`src/rtl/mod_74x_pkg.sv`:
```
// rtl/mod_74x_pkg.sv - gate function codes, BIST state encoding and the shared per-bit gate function
package mod_74x_pkg;

  localparam logic [2:0] MODE_AND    = 3'd0;
  localparam logic [2:0] MODE_NAND   = 3'd1;
  localparam logic [2:0] MODE_OR     = 3'd2;
  localparam logic [2:0] MODE_NOR    = 3'd3;
  localparam logic [2:0] MODE_XOR    = 3'd4;
  localparam logic [2:0] MODE_XNOR   = 3'd5;
  localparam logic [2:0] MODE_PASS_A = 3'd6;
  localparam logic [2:0] MODE_PASS_B = 3'd7;

  localparam int BIST_VECTORS = 4;

  typedef enum logic [1:0] {
    ST_IDLE  = 2'd0,
    ST_RUN   = 2'd1,
    ST_DRAIN = 2'd2,
    ST_DONE  = 2'd3
  } bist_state_e;

  function automatic logic gate_eval(input logic [2:0] mode, input logic a, input logic b);
    logic y;
    case (mode)
      MODE_AND:    y = a & b;
      MODE_NAND:   y = ~(a & b);
      MODE_OR:     y = a | b;
      MODE_NOR:    y = ~(a | b);
      MODE_XOR:    y = a ^ b;
      MODE_XNOR:   y = ~(a ^ b);
      MODE_PASS_A: y = a;
      default:     y = b;
    endcase
    return y;
  endfunction

endpackage

```
`src/rtl/mod_74x_pipe_stage.sv`:
```
// rtl/mod_74x_pipe_stage.sv - one pipeline register stage with enable; data loads only with a valid word
module mod_74x_pipe_stage #(
  parameter int W = 4
) (
  input  logic         clk_i,
  input  logic         rst_i,
  input  logic         en_i,
  input  logic         valid_i,
  input  logic [W-1:0] data_i,
  output logic         valid_o,
  output logic [W-1:0] data_o
);

  logic         valid_q, valid_d;
  logic [W-1:0] data_q, data_d;

  // Bubbles leave data untouched so the last stage keeps showing the last real word.
  always_comb begin
    valid_d = valid_q;
    data_d  = data_q;
    if (en_i) begin
      valid_d = valid_i;
      if (valid_i) data_d = data_i;
    end
  end

  always_ff @(posedge clk_i) begin
    if (rst_i) begin
      valid_q <= 1'b0;
      data_q  <= '0;
    end else begin
      valid_q <= valid_d;
      data_q  <= data_d;
    end
  end

  assign valid_o = valid_q;
  assign data_o  = data_q;

endmodule

```
`src/rtl/mod_74x08_n_reg.sv`:
```
// rtl/mod_74x08_n_reg.sv - registered gate bank with selectable function, flow control and truth-table self-test
module mod_74x08_n_reg
  import mod_74x_pkg::*;
#(
  parameter int CHANNELS = 4,
  parameter int PIPE     = 1
) (
  input  logic                CLK,
  input  logic                RST,
  input  logic [2:0]          MODE,
  input  logic [CHANNELS-1:0] A,
  input  logic [CHANNELS-1:0] B,
  input  logic                IN_VALID,
  output logic                IN_READY,
  output logic [CHANNELS-1:0] Y,
  output logic                OUT_VALID,
  input  logic                OUT_READY,
  input  logic                BIST_START,
  output logic                BIST_BUSY,
  output logic                BIST_DONE,
  output logic [CHANNELS-1:0] BIST_FAIL
);

  // Stage word: {bist tag, vector index, result}; the tag never reaches the output stage.
  localparam int DW  = CHANNELS + 3;
  localparam int TAG = CHANNELS + 2;

  bist_state_e         state_q, state_d;
  logic [2:0]          cnt_q, cnt_d;
  logic [2:0]          bist_mode_q, bist_mode_d;
  logic [CHANNELS-1:0] fail_q, fail_d;

  logic                vld   [PIPE+1];
  logic [DW-1:0]       sdata [PIPE];
  logic                s0_valid;
  logic [DW-1:0]       s0_data;
  logic                busy, stall, en, pipe_empty;
  logic                cmp_valid, last_valid_in;
  logic [1:0]          run_idx, cmp_idx;
  logic [CHANNELS-1:0] word_res, bist_res, cmp_exp, cmp_res;

  assign busy      = (state_q != ST_IDLE);
  assign stall     = OUT_VALID & ~OUT_READY & ~busy;
  assign en        = ~stall;
  assign IN_READY  = ~stall & ~busy;
  assign OUT_VALID = vld[PIPE];
  assign BIST_BUSY = busy;
  assign BIST_DONE = (state_q == ST_DONE);
  assign BIST_FAIL = fail_q;

  assign run_idx   = cnt_q[1:0];
  assign cmp_valid = vld[PIPE-1] & sdata[PIPE-1][TAG];
  assign cmp_idx   = sdata[PIPE-1][CHANNELS+1:CHANNELS];
  assign cmp_res   = sdata[PIPE-1][CHANNELS-1:0];

  // Vector index k drives A=~k[0], B=~k[1]: 11, 01, 10, 00 for k = 0..3.
  always_comb begin
    word_res = '0;
    bist_res = '0;
    cmp_exp  = '0;
    for (int i = 0; i < CHANNELS; i++) begin
      word_res[i] = gate_eval(MODE, A[i], B[i]);
      bist_res[i] = gate_eval(bist_mode_q, ~run_idx[0], ~run_idx[1]);
      cmp_exp[i]  = gate_eval(bist_mode_q, ~cmp_idx[0], ~cmp_idx[1]);
    end
  end

  always_comb begin
    s0_valid = IN_VALID & IN_READY;
    s0_data  = {1'b0, 2'b00, word_res};
    if (state_q == ST_RUN) begin
      s0_valid = 1'b1;
      s0_data  = {1'b1, run_idx, bist_res};
    end
  end

  assign vld[0]   = s0_valid;
  assign sdata[0] = s0_data;

  always_comb begin
    pipe_empty = 1'b1;
    for (int k = 1; k <= PIPE; k++) begin
      if (vld[k]) pipe_empty = 1'b0;
    end
  end

  // BIST words are compared as they enter the output stage and enter it as bubbles.
  assign last_valid_in = vld[PIPE-1] & ~sdata[PIPE-1][TAG];

  for (genvar k = 0; k < PIPE; k++) begin : g_stage
    if (k < PIPE - 1) begin : g_mid
      mod_74x_pipe_stage #(.W(DW)) u_stage (
        .clk_i   (CLK),
        .rst_i   (RST),
        .en_i    (en),
        .valid_i (vld[k]),
        .data_i  (sdata[k]),
        .valid_o (vld[k+1]),
        .data_o  (sdata[k+1])
      );
    end else begin : g_last
      mod_74x_pipe_stage #(.W(CHANNELS)) u_stage (
        .clk_i   (CLK),
        .rst_i   (RST),
        .en_i    (en),
        .valid_i (last_valid_in),
        .data_i  (sdata[k][CHANNELS-1:0]),
        .valid_o (vld[k+1]),
        .data_o  (Y)
      );
    end
  end

  always_comb begin
    state_d     = state_q;
    cnt_d       = cnt_q;
    bist_mode_d = bist_mode_q;
    fail_d      = fail_q;
    if (cmp_valid) fail_d = fail_q | (cmp_res ^ cmp_exp);
    case (state_q)
      ST_IDLE: begin
        if (BIST_START && pipe_empty) begin
          state_d     = ST_RUN;
          cnt_d       = 3'd0;
          bist_mode_d = MODE;
          fail_d      = '0;
        end
      end
      ST_RUN: begin
        if (cnt_q == 3'(BIST_VECTORS - 1)) begin
          state_d = ST_DRAIN;
          cnt_d   = 3'd0;
        end else begin
          cnt_d = cnt_q + 3'd1;
        end
      end
      ST_DRAIN: begin
        if (cnt_q == 3'(PIPE)) begin
          state_d = ST_DONE;
          cnt_d   = 3'd0;
        end else begin
          cnt_d = cnt_q + 3'd1;
        end
      end
      ST_DONE: state_d = ST_IDLE;
      default: state_d = ST_IDLE;
    endcase
  end

  always_ff @(posedge CLK) begin
    if (RST) begin
      state_q     <= ST_IDLE;
      cnt_q       <= 3'd0;
      bist_mode_q <= 3'd0;
      fail_q      <= '0;
    end else begin
      state_q     <= state_d;
      cnt_q       <= cnt_d;
      bist_mode_q <= bist_mode_d;
      fail_q      <= fail_d;
    end
  end

endmodule

```
`config.mk`:
```
export PLATFORM = sky130hd
export DESIGN_NAME = mod_74x08_n_reg
export DESIGN_NICKNAME = d
export VERILOG_FILES = /design/src/rtl/mod_74x_pkg.sv /design/src/rtl/mod_74x_pipe_stage.sv /design/src/rtl/mod_74x08_n_reg.sv
export SDC_FILE = /design/constraint.sdc
export NUM_CORES = 1
export LEC_CHECK = 0
export ABC_AREA = 1
export CAP_MARGIN = 10
export CELL_PAD_IN_SITES_DETAIL_PLACEMENT = 1
export CELL_PAD_IN_SITES_GLOBAL_PLACEMENT = 1
export CORE_ASPECT_RATIO = 0.5
export CORE_MARGIN = 3
export CORE_UTILIZATION = 35
export CTS_CLUSTER_DIAMETER = 120
export CTS_CLUSTER_SIZE = 25
export DETAILED_ROUTE_END_ITERATION = 10
export PLACE_DENSITY_LB_ADDON = 0.1
export SYNTH_ARGS = -nofsm -noshare
export SYNTH_HDL_FRONTEND = slang
export SYNTH_HIERARCHICAL = 1
export SYNTH_SLANG_ARGS = --single-unit
```
`constraint.sdc`:
```
create_clock -name CLK -period 4.65 [get_ports CLK]
set_input_delay 0.465 -clock CLK [delete_from_list [all_inputs] [get_ports CLK]]
set_output_delay 0.465 -clock CLK [all_outputs]
set_load 0.05 [all_outputs]
```
==> flow_summary.yaml, run 1 <==
status:
  status: "finished, final reports clean"
setup_path:
  worst_path_largest_cell_delay_ns: 0.83
  crit_type: "register to primary output"
  ff2ff_setup_slack_ns: 2.68
  cp.required_ns: 4.18
  cpMostUsedCell: "inv_1"
  r2r_start: "state_q[1]"
  crit_path_end_kind: "primary output"
  cp_max_fo: 5
  ff2ff_path_depth: 14
  crit_path_start_kind: "register"
  cp.depth: 5
  crit_slowest_cell: "clkdlybuf4s50_1"
  arrival_ns: 2.02
  cp_cell_sequence: "inv_1 > ha_1 > inv_1 > a21oi_1 > clkdlybuf4s50_1"
  timing.rr.end: "BIST_FAIL[1]"
  path_delay_family: "buffers and inverters"
  crit_buf_inv: 3
yosys:
  synth_top_area_share_pct: 22.2
  yosysTopAreaCell: "dfxtp_1"
  netlist_area_um2: 1530
  syn_inst: 255
  syn_nets: 289
  synth_warnings: 6
  avgSynthCellArea_um2: 6.01
  ys_ff_latch: 17
  seq_area_frac_synth_pct: 22.2
  synth_area_leaders: "dfxtp_1, ha_1, nand2_1, inv_1, nand3_1"
  synth_cell_types: 22
clock_tree:
  postCtsSetupBuffers: 0
  ctsHoldBuffers: 0
  clk_pin_slew_ns: 0.07
  cts_buffer_depth: 2
  h-tree-depth: 1
  cts-resized-gates: 0
  cts.sinks: 17
  cts_buffers: 3
  clock_latency_ns: 0.26
  tritoncts: "done"
  root_buffer: "clkbuf_8"
pwr:
  seqPwrFrac_pct: 25.8
  total_leakage_power_nw: 0.966
  power.internal_mw: 0.438
  switching_power_mw: 0.485
  combPwrFrac_pct: 61.6
  swShare_pct: 52.6
  clock_power_share_pct: 12.5
  ir_drop_mv: 0.270
  p_per_area_nw_per_um2: 489
final_layout:
  diodes: 0
  final_nets: 317
  syn_to_final_growth_pct: 23.3
  final_util_pct: 46.7
  drive_above_1_share_pct: 3.90
  fin_cells: 336
  design_area_um2: 1890
hold_path:
  hp-class: "register to register"
  worstHoldStart: "BIST_FAIL[0]"
  whs_path_depth: 2
  holdPathEnd: "BIST_FAIL[0]"
floorplanning:
  coreArea_um2: 4040
  row_count: 16
  dieArea_um2: 5260
  die_h_um: 52.8
  start_util_pct: 37.9
  io_pins: 28
  die_x_um: 99.6
routing:
  vias: 1640
  via_per_inst: 4.88
  detail_route.wl_per_cell_um: 12.4
  drc: 0
  drt_first_pass_iters: 4
  drt_iter0_markers: 52
  postRouteAntennaNets: 0
  totalWireLength_um: 4170
timing:
  max_freq_ghz: 0.402
  period_needed_ns: 2.49
  finalSetupTns_ns: 0
  hold_viol_final: 0
  setup_violations: 0
  drv_slew: 0
  slew_headroom_pct: 66.4
  clock_skew_ns: 0.00228
  rsz0062_at_grt: "no"
  max_slew.worst_pin.slew_ns: 0.501
  finalCritPeriodShare_pct: 53.4
  worst_slack_ns: 2.17
placed_design:
  dp_slack_ns: 2.22
  portBuffers: 27
  placed_cell_area_um2: 1840
  place.gp.congestion: 0.820
  hpwl_um: 3420
  dp.cells: 332
global_route:
  antenna_found_initial: 0
  grt_overflow: 0
  grt_start_max_net_pins: 12
  grt_use_total_pct: 17.4
  grt_pass1_wl_um: 7370
  grt_pass1_vias: 1647
job:
  cap_violations: 0
cell usage after synthesis (all sizes together):
cell type	number
a211oi	1
a21oi	18
a31oi	1
buf	4
dfxtp	17
ha	18
inv	56
nand2	55
nand3	23
nand4	3
nor2	30
nor3	2
o21a	1
o21ai	20
o22ai	6
worst min-delay path: cells and delay by family (launching register included):
family,cells,cell delay [ns]
AOI/OAI and AO/OA,1,0.05
buffers and inverters,1,0.05
DFF,1,0.31
routing by layer:
layer / vias to the layer above / part of all wire, % / track usage (%)
met1: 752 / 50 / 22.8
met4: 0 / 0.53 / 2.04
li1: 860 / - / -
met3: 2 / 3.6 / 2.79
met2: 26 / 45 / 31.1
met5: - / 0 / 0
through the flow:
| stage | hold WS (ns) | total power, mW |
|---|---|---|
| after detailed placement | 0.447 | 0.812 |
| after global routing | 0.482 | 1.01 |
| final | 0.450 | 0.923 |
| after global placement | 0.439 | 0.797 |
| after CTS | 0.459 | 0.934 |
| after floorplan | 0.463 | 0.651 |
flip-flops by register name (all words and copies together) (netlist names):
register and flops:
BIST_FAIL 4, g_stage.g_last.u_stage/data_o 4, bist_mode_q 3, cnt_q 3
state_q 2, g_stage.g_last.u_stage/valid_o 1
worst max-delay path by stage:
stage,slack [ns],start,end
global route,2.03,state_q[1],IN_READY
global placement,2.25,OUT_READY,IN_READY
detailed placement,2.22,OUT_READY,IN_READY
CTS,2.15,state_q[1],IN_READY
floorplan,2.34,state_q[0],g_stage[0].g_last.u_stage/data_o[0]
finish,2.17,state_q[1],IN_READY
layout make-up:
| class | instances | area (um2) |
|---|---|---|
| Tap cell | 54 | 67.6 |
| Clock inverter | 1 | 5.00 |
| Inverter | 56 | 210 |
| Clock buffer | 3 | 41.3 |
| Multi-Input combinational cell | 178 | 955 |
| Sequential cell | 17 | 340 |
| Timing Repair Buffer | 27 | 270 |
| Fill cell | 559 | 2150 |
power groups by stage:
stage                     Clock [mW]  Combinational [mW]  Sequential, mW
final                          0.116               0.569           0.238
after global routing           0.126               0.639           0.246
after floorplan                    0               0.341           0.310
after global placement             0               0.559           0.238
after detailed placement           0               0.571           0.241
after CTS                      0.121               0.574           0.238
cell usage in the layout, fill, tap and decap left out, drive strengths merged, types with 2 or more instances in the layout:
cell	Yosys	final
a21oi	18	18
clkbuf	0	3
clkdlybuf4s50	0	27
dfxtp	17	17
ha	18	18
inv	56	56
nand2	55	55
nand3	23	23
nand4	3	3
nor2	30	30
nor3	2	2
o21ai	20	20
o22ai	6	6
logic make-up (layout without fill, tap and decap cells):
family | count (synthesis) | in the layout | synth area share (%)
adders and majority gates | 18 | 18 | 14.7
AOI/OAI and AO/OA | 47 | 47 | 16.2
and+or+nand+nor | 113 | 113 | 31.3
buffers and inverters | 60 | 87 | 15.5
DFF | 17 | 17 | 22.2
(Power assumes the default switching activity.)
==> run 2: changes to the inputs <==
--- a/config.mk
+++ b/config.mk
@@ -11,7 +11,7 @@
 export CELL_PAD_IN_SITES_GLOBAL_PLACEMENT = 1
 export CORE_ASPECT_RATIO = 0.5
 export CORE_MARGIN = 3
-export CORE_UTILIZATION = 35
+export CORE_UTILIZATION = 32
 export CTS_CLUSTER_DIAMETER = 120
 export CTS_CLUSTER_SIZE = 25
 export DETAILED_ROUTE_END_ITERATION = 10
==> constraint.sdc (replaced) <==
create_clock -name CLK -period 2.01 [get_ports CLK]
set_input_delay 0.201 -clock CLK [delete_from_list [all_inputs] [get_ports CLK]]
set_output_delay 0.201 -clock CLK [all_outputs]
set_load 0.05 [all_outputs]
==> run 2 against run 1 <==
Against the previous run: global-route usage fell by 2.2 points; flip-flop and latch count did not move; hold slack improved by 0.0084 ns; clock power rose by 120%; sequential share of layout area fell by 0.93 points; core utilization fell by 2.4 points; clock skew fell by 0.00068 ns; setup slack got worse by 2.0 ns; combinational power rose to 2.5 times the previous value; via count rose by 1.2%; sequential power rose by 120%; non-clock buffer count rose by 7.
==> flow_summary.yaml, run 2 (synthesis results as in run 1) <==
global_route:
  grt_overflow: 0
  grt_start_max_net_pins: 12
  grt_use_total_pct: 15.1
  antenna_found_initial: 0
  grt_pass1_vias: 1596
  grt_pass1_wl_um: 7130
setup_path:
  arrival_ns: 1.67
  path_delay_family: "buffers and inverters"
  crit_path_start_kind: "register"
  crit_type: "register to primary output"
  cp_cell_sequence: "ha_1 > clkdlybuf4s50_1"
  worst_path_largest_cell_delay_ns: 0.81
  crit_path_end_kind: "primary output"
  cp.required_ns: 1.81
  cp_max_fo: 3
  crit_slowest_cell: "clkdlybuf4s50_1"
  crit_buf_inv: 1
placed_design:
  portBuffers: 27
  hpwl_um: 3570
  place.gp.congestion: 0.840
timing:
  max_slew.worst_pin.slew_ns: 0.504
  period_needed_ns: 1.87
  max_freq_ghz: 0.535
  finalSetupTns_ns: 0
  drv_slew: 0
  finalCritPeriodShare_pct: 92.9
  hold_viol_final: 0
  slew_headroom_pct: 66.3
  clock_skew_ns: 0.00161
  setup_violations: 0
  rsz0062_at_grt: "no"
final_layout:
  drive_above_1_share_pct: 10.4
  diodes: 0
  final_nets: 324
  mostFrequentLayoutCell: "nand2_1"
  syn_to_final_growth_pct: 30.4
  most-common-layout-cells: "nand2_1, inv_1, nor2_1, clkdlybuf4s50_1, nand3_1"
  fill_cells: 623
job:
  cap_violations: 0
routing:
  postRouteAntennaNets: 0
  vias: 1659
  via_per_inst: 4.67
  drt_iter0_markers: 23
  drc: 0
  drt_first_pass_iters: 4
  totalWireLength_um: 4250
  detail_route.wl_per_cell_um: 12.0
pwr:
  ir_drop_mv: 0.308
  p_per_area_nw_per_um2: 1110
  total_leakage_power_nw: 1.01
  finalPower_mw: 2.23
floorplanning:
  io_pins: 28
  dieArea_um2: 5710
  start_util_pct: 34.0
  coreArea_um2: 4510
  die_x_um: 104
  row_count: 17
  die_h_um: 54.9
clock_tree:
  root_buffer: "clkbuf_8"
  h-tree-depth: 1
  cts.sinks: 17
  postCtsSetupBuffers: 0
  ctsHoldBuffers: 0
  clock_latency_ns: 0.25
  cts-resized-gates: 0
  clk_pin_slew_ns: 0.07
  tritoncts: "done"
  cts_buffers: 3
  cts_buffer_depth: 2
hold_path:
  hp-class: "register to register"
status:
  status: "finished, final reports clean"
==> run 2: per-stage QoR <==
| stage | hold WS [ns] | instances | area (um2) | setup WS (ns) | utilization, % |
|---|---|---|---|---|---|
| CTS | 0.460 | 355 | 1960 | 0.116 | 43.4 |
| global placement | 0.440 | 351 | 1910 | 0.179 | 42.3 |
| finish | 0.459 | 355 | 2000 | 0.142 | 44.3 |
| floorplan | 0.270 | 255 | 1540 | 0.0337 | - |
| global route | 0.476 | 355 | 2000 | 0.000557 | 44.3 |
| detailed placement | 0.449 | 351 | 1910 | 0.126 | 42.3 |
==> run 2: path summary, 6_finish.rpt <==
path	startpoint	endpoint	slack (ns)	cells past startpoint
max reg2reg	state_q[1]	BIST_FAIL[3]	0.23	14
max	state_q[0]	BIST_DONE	0.14	2
min reg2reg	BIST_FAIL[3]	BIST_FAIL[3]	0.46	2
min	BIST_FAIL[3]	BIST_FAIL[3]	0.46	2
==> run 2: tightest hold or removal path: stages (launching register included) <==
cell and delay [ns]:
dfxtp_1 0.31, inv_1 0.06, a21oi_2 0.04
==> run 2: final cells by class <==
type | instances | area, um2 | area share (%)
Clock buffer | 3 | 41.3 | 2.07
Timing Repair Buffer | 34 | 318 | 15.9
Inverter | 56 | 210 | 10.5
Multi-Input combinational cell | 178 | 1000 | 50.1
Sequential cell | 17 | 342 | 17.1
Tap cell | 66 | 82.6 | 4.13
Clock inverter | 1 | 5.00 | 0.250
==> run 2: routing by layer <==
layer / global-route usage [%] / vias up / share of wire [%]
met5: 0 / - / 0
met4: 2.21 / 0 / 0.45
met3: 1.51 / 2 / 2.3
met2: 28.8 / 21 / 48
met1: 19.7 / 761 / 50
li1: - / 875 / -
==> run 2: where the power goes <==
group          internal [mW]  total, mW  switching (mW)
combinational          0.484       1.44           0.952
sequential             0.442      0.534          0.0916
clock                  0.137      0.256           0.118
